File: src/rtl/pri_codec_pkg.sv
// Shared constants and helpers for the priority encoder/decoder pair.
// Latency: n/a (package only).
// Backpressure: n/a (package only).
package pri_codec_pkg;

  // Default code width and hold length.
  localparam int W_DEF    = 2;
  localparam int HOLD_DEF = 4;

  // Decoder window states, 1-bit encoded.
  typedef enum logic {
    S_IDLE   = 1'b0,
    S_ACTIVE = 1'b1
  } state_t;

  // One-hot of a binary code. Result is 32 bits wide, so callers slice
  // down to their own N; codes wider than 5 bits are not supported.
  function automatic logic [31:0] onehot(input logic [4:0] code);
    return 32'd1 << code;
  endfunction

endpackage

File: src/rtl/pri_decoder_2x4_seq_hold_cnt.sv
// Loadable down-counter with zero flag; times one grant window.
// Latency: load/decrement/clear take effect on the next clk edge.
// Backpressure: none; driven purely by the owning FSM.
module hold_cnt #(
  parameter int CW = 3
) (
  input  logic          clk,
  input  logic          rst_n,
  input  logic          clr,
  input  logic          load,
  input  logic [CW-1:0] load_val,
  input  logic          dec,
  output logic          zero
);

  logic [CW-1:0] cnt;

  // Count register: clear wins over load, load wins over decrement.
  always_ff @(posedge clk or negedge rst_n) begin
    if (!rst_n) begin
      cnt <= '0;
    end else if (clr) begin
      cnt <= '0;
    end else if (load) begin
      cnt <= load_val;
    end else if (dec && (cnt != '0)) begin
      cnt <= cnt - CW'(1);
    end
  end

  assign zero = (cnt == '0);

endmodule

File: src/rtl/pri_decoder_2x4_seq.sv
// Registered 2**W one-hot decoder holding each accepted code for HOLD cycles.
// Latency: y valid the cycle after the accepting edge; done pulses after y clears.
// Backpressure: in_ready low while a window is active; producer holds in_valid/in_code.
module pri_decoder_2x4_seq
  import pri_codec_pkg::*;
#(
  parameter int W    = W_DEF,
  parameter int HOLD = HOLD_DEF,
  parameter int CW   = 3
) (
  input  logic           clk,
  input  logic           rst_n,
  input  logic           flush,
  input  logic           in_valid,
  input  logic [W-1:0]   in_code,
  output logic           in_ready,
  output logic [2**W-1:0] y,
  output logic           busy,
  output logic           done
);

  localparam int N        = 2**W;
  // A zero hold still produces a one-cycle window.
  localparam int HOLD_EFF = (HOLD < 1) ? 1 : HOLD;
  localparam logic [CW-1:0] LOAD_VAL = CW'(HOLD_EFF - 1);

  state_t       state, state_nxt;
  logic [N-1:0] y_nxt;
  logic         done_nxt;
  logic         cnt_clr, cnt_load, cnt_dec, cnt_zero;

  assign in_ready = (state == S_IDLE);
  assign busy     = (state == S_ACTIVE);

  hold_cnt #(.CW(CW)) u_hold_cnt (
    .clk      (clk),
    .rst_n    (rst_n),
    .clr      (cnt_clr),
    .load     (cnt_load),
    .load_val (LOAD_VAL),
    .dec      (cnt_dec),
    .zero     (cnt_zero)
  );

  // Next state and outputs: flush overrides both accept and expiry.
  always_comb begin
    state_nxt = state;
    y_nxt     = y;
    done_nxt  = 1'b0;
    cnt_clr   = 1'b0;
    cnt_load  = 1'b0;
    cnt_dec   = 1'b0;
    if (flush) begin
      state_nxt = S_IDLE;
      y_nxt     = '0;
      cnt_clr   = 1'b1;
    end else begin
      case (state)
        S_IDLE: begin
          if (in_valid) begin
            state_nxt = S_ACTIVE;
            y_nxt     = N'(onehot(5'(in_code)));
            cnt_load  = 1'b1;
          end
        end
        S_ACTIVE: begin
          if (cnt_zero) begin
            state_nxt = S_IDLE;
            y_nxt     = '0;
            done_nxt  = 1'b1;
          end else begin
            cnt_dec = 1'b1;
          end
        end
        default: begin
          state_nxt = S_IDLE;
          y_nxt     = '0;
        end
      endcase
    end
  end

  // State and registered outputs; reset clears the window without a done.
  always_ff @(posedge clk or negedge rst_n) begin
    if (!rst_n) begin
      state <= S_IDLE;
      y     <= '0;
      done  <= 1'b0;
    end else begin
      state <= state_nxt;
      y     <= y_nxt;
      done  <= done_nxt;
    end
  end

endmodule

File: config.mk
export PLATFORM = sky130hd
export DESIGN_NAME = pri_decoder_2x4_seq
export DESIGN_NICKNAME = d
export VERILOG_FILES = /design/src/rtl/pri_codec_pkg.sv /design/src/rtl/pri_decoder_2x4_seq_hold_cnt.sv /design/src/rtl/pri_decoder_2x4_seq.sv
export SDC_FILE = /design/constraint.sdc
export NUM_CORES = 1
export LEC_CHECK = 0
export ABC_CLOCK_PERIOD_IN_PS = 2200
export BUFFER_PORTS_ARGS = -buffer_cell sky130_fd_sc_hd__buf_2
export CORE_AREA = 2 2 39 41
export CTS_CLUSTER_SIZE = 8
export DETAILED_ROUTE_END_ITERATION = 8
export DIE_AREA = 0 0 41 43
export SLEW_MARGIN = 20
export SYNTH_ARGS = -nofsm -noshare
export SYNTH_HDL_FRONTEND = slang
export SYNTH_SLANG_ARGS = --single-unit
File: constraint.sdc
create_clock -name clk -period 2.2 [get_ports clk]
set_clock_uncertainty 0.15 [all_clocks]
set_input_delay 0.44 -clock clk [delete_from_list [all_inputs] [get_ports clk]]
set_output_delay 0.44 -clock clk [all_outputs]
set_load 0.005 [all_outputs]
==> impl_results.md <==
- Unique masters post-synth: 22
- Clock Power Share: 31.6%
- Routing usage on met2: 17.5%
- Setup Fix Bufs, Post-CTS: 0
- Gpl congestion: 0.642
- Compound-Gate Fraction of Synth Area: 19.7%
- DIE WIDTH: 41 um
- Layout cells sized above 1: 37.0%
- Switching share of power: between 20% and 30%
- CTS max path bufs: 2
- Largest net degree at the start of global routing: 11
- Area grow syn2layout: 23.0%
- Busiest grt layer: met2
- Syn. warnings: 0
- Mapped Cells: 38
- Crit path largest cell delay: about 360 ps
- Simple-gate area share of the yosys netlist: 14.5%
- DIE AREA: 1760 um2
- R2R setup slack: 550 ps
- Number of sinks on the clock net: 9
- Vias per std cell: approximately 5.0
- Final Hold Fails: 0
- Slew Limit Fails: 0
- Post-DP HPWL: 621 um
- Setup TNS: 0 ps
- EDFF count, synth: 0
- Root Driver: clkbuf_4
- FP Rows: 14
- Main synth FF type: dfrtp_1
- Setup CP Type: reg -> reg
- Crit-path max FO: 5
- Peak VDD IR: 0.000277 V
- Initial detailed-routing violation count: 1
- CTS Buf Count: 3
- Ant. Diodes: 0
- Clock transition at the registers of the reported paths: 60 ps
- Io pins: 13
- Initial Utilization: 33.0%
- Core area: 1380 um2
- Grt met1 use: 15.7%
- Worst setup EP type: flop
- Grt met3 use: 4.71%
- MaxCap Viol Count: 0
- Avg Cell Area, Syn: between 10 and 15 um2
- Worst slew margin: 77.0%
- IO Port Bufs: 12
- Crit-path slowest cell: dfrtp_1
- Tmin final: about 1700 ps
- Status: completed
- Post-Syn Nets: 46
- Mapped cell area: approximately 460 um2
- Worst-Margin Slew: 345 ps
- Critical path arrival: 1670 ps
- GRT overflow: 0
- Async set-or-reset flop fraction in the synthesized netlist: 100%
- Vias in the first global route: 357
- Vias: 350
- First-pass GRT wire length: 1.47 mm
- HP Class: in -> reg
- Die Span Y: 43 um
- Seq pwr share: 46.7%
- Largest family of logic cells by synthesized area: compound AO/OA/AOI/OAI gates
- Crit path launch type: flop
- Post-synthesis mux area share: 3.29%
- RSZ-0062 raised after global routing: no
- Logic gate share of total power: 21.7%
- Power per Cell Area: 710 nW/um2
- Post-Synth Adder-Cell Area: 5.48%
- Worst-Skew Late Latency: about 250 ps
- Nets: 63
- Initial antenna violation count: 0
- Number of synthesized register bits: 9
- Final ANT Viol Nets: 0
- Internal: 0.291 mW
- Tcrit/Tclk final: 75.2%
- TritonRoute pass-1 iters: 2
- Crit-path cells: inv_1, ha_1, nor2b_4, mux2_4, a221oi_2
- Synth Area in XOR/XNOR: roughly 1.9%
- Worst Path Required: 2220 ps
- Filler Cells Inserted: 134
- DRT Wirelength: 832 um
- Htree depth: 1
- CTS tree: yes
- Leakage: around 0.28 nW
- Sequential area share after synthesis: 49.3%
- Drt wl/cell: 11.9 um
- Finished Core Util: 40.6%
- DRC viols: 0
- Final setup viols: 0
- All-Layer GR Usage: 12.6%
- Fmax: 605 MHz
- Net switching power: 0.108 mW
[registers in the layout (all words and copies together), names as in the netlist]
register and flops:
u_hold_cnt.cnt 3, y 4, busy 1, done 1
[final cells by class]
| type | instances | area, um2 | area share (%) |
|---|---|---|---|
| sequential | 9 | 225 | 40.1 |
| multi-input combinational | 24 | 205 | 36.5 |
| timing repair buffer | 13 | 70.1 | 12.5 |
| clock buffer | 4 | 26.3 | 4.68 |
| tap | 16 | 20.0 | 3.56 |
| inverter | 4 | 15.0 | 2.67 |
[cell usage after synthesis (2+ instances only)]
cell,instances,area (um2)
nor3b_1,2,15.0
a22o_1,2,17.5
nor2_1,2,7.51
inv_1,4,15.0
nand2_1,2,7.51
dfrtp_1,9,225
ha_1,2,25.0
[worst max-delay path: cells and delay by family (launching register included)]
family / cells / cell delay [ps]
DFF: 1 / 360
muxes: 1 / 320
and+or+nand+nor: 1 / 220
AOI/OAI and AO/OA: 1 / 210
adders and majority gates: 1 / 190
buffers and inverters: 1 / 130
[power by group through the flow]
stage / combinational [mW] / sequential (mW) / clock, mW
final: 0.0865 / 0.186 / 0.126
after global routing: 0.0986 / 0.188 / 0.145
after CTS: 0.0880 / 0.186 / 0.133
after detailed placement: 0.0863 / 0.189 / 0
after global placement: 0.0845 / 0.189 / 0
after floorplan: 0.0668 / 0.185 / 0
[final timing paths]
kind                                    from                end  depth (start not counted)
setup / recovery           u_hold_cnt.cnt[0]  u_hold_cnt.cnt[1]                          5
hold / removal                    in_code[0]               y[2]                          2
setup reg to reg           u_hold_cnt.cnt[0]  u_hold_cnt.cnt[1]                          5
hold reg to reg                         y[3]               y[3]                          1
max in group asynchronous              rst_n               y[2]                          2
min in group asynchronous              rst_n  u_hold_cnt.cnt[2]                          2
[cell usage in the layout (no fill, tap or decap), types with 2 or more instances in the layout]
cell / instances
a22o_1: 2
clkbuf_4: 3
nand2_1: 2
buf_2: 12
ha_1: 2
inv_1: 4
dfrtp_1: 9
nor2_1: 2
nor3b_1: 2
[per-stage QoR]
step	cell area, um2	worst slack, ps	hold slack [ps]	power [mW]	std cells
after floorplan	457	645	-5.59	0.252	38
after global placement	526	559	152	0.274	65
after detailed placement	526	543	156	0.276	65
after CTS	562	527	225	0.408	70
after global routing	562	434	244	0.432	70
final	562	547	233	0.399	70
[layer usage]
| metal | part of all wire (%) | vias up |
|---|---|---|
| li1 | - | 166 |
| met1 | 48 | 171 |
| met2 | 44 | 11 |
| met3 | 6.9 | 2 |
| met4 | 1.2 | 0 |
| met5 | 0 | - |
[kinds of logic (layout without fill, tap and decap cells)]
group / count (synthesis) / after routing
buf+inv: 5 / 21
fa+ha+maj: 2 / 2
xor+xnor: 1 / 1
simple gates: 10 / 10
compound gates: 10 / 10
flops: 9 / 9
mux: 1 / 1
[what timing repair did]
action | in CTS | in global routing
hold endpoints to repair | 9 | 0
resized for setup | 0 | 0
hold buffers | 1 | 0
Power figures use the tool's default switching activity.
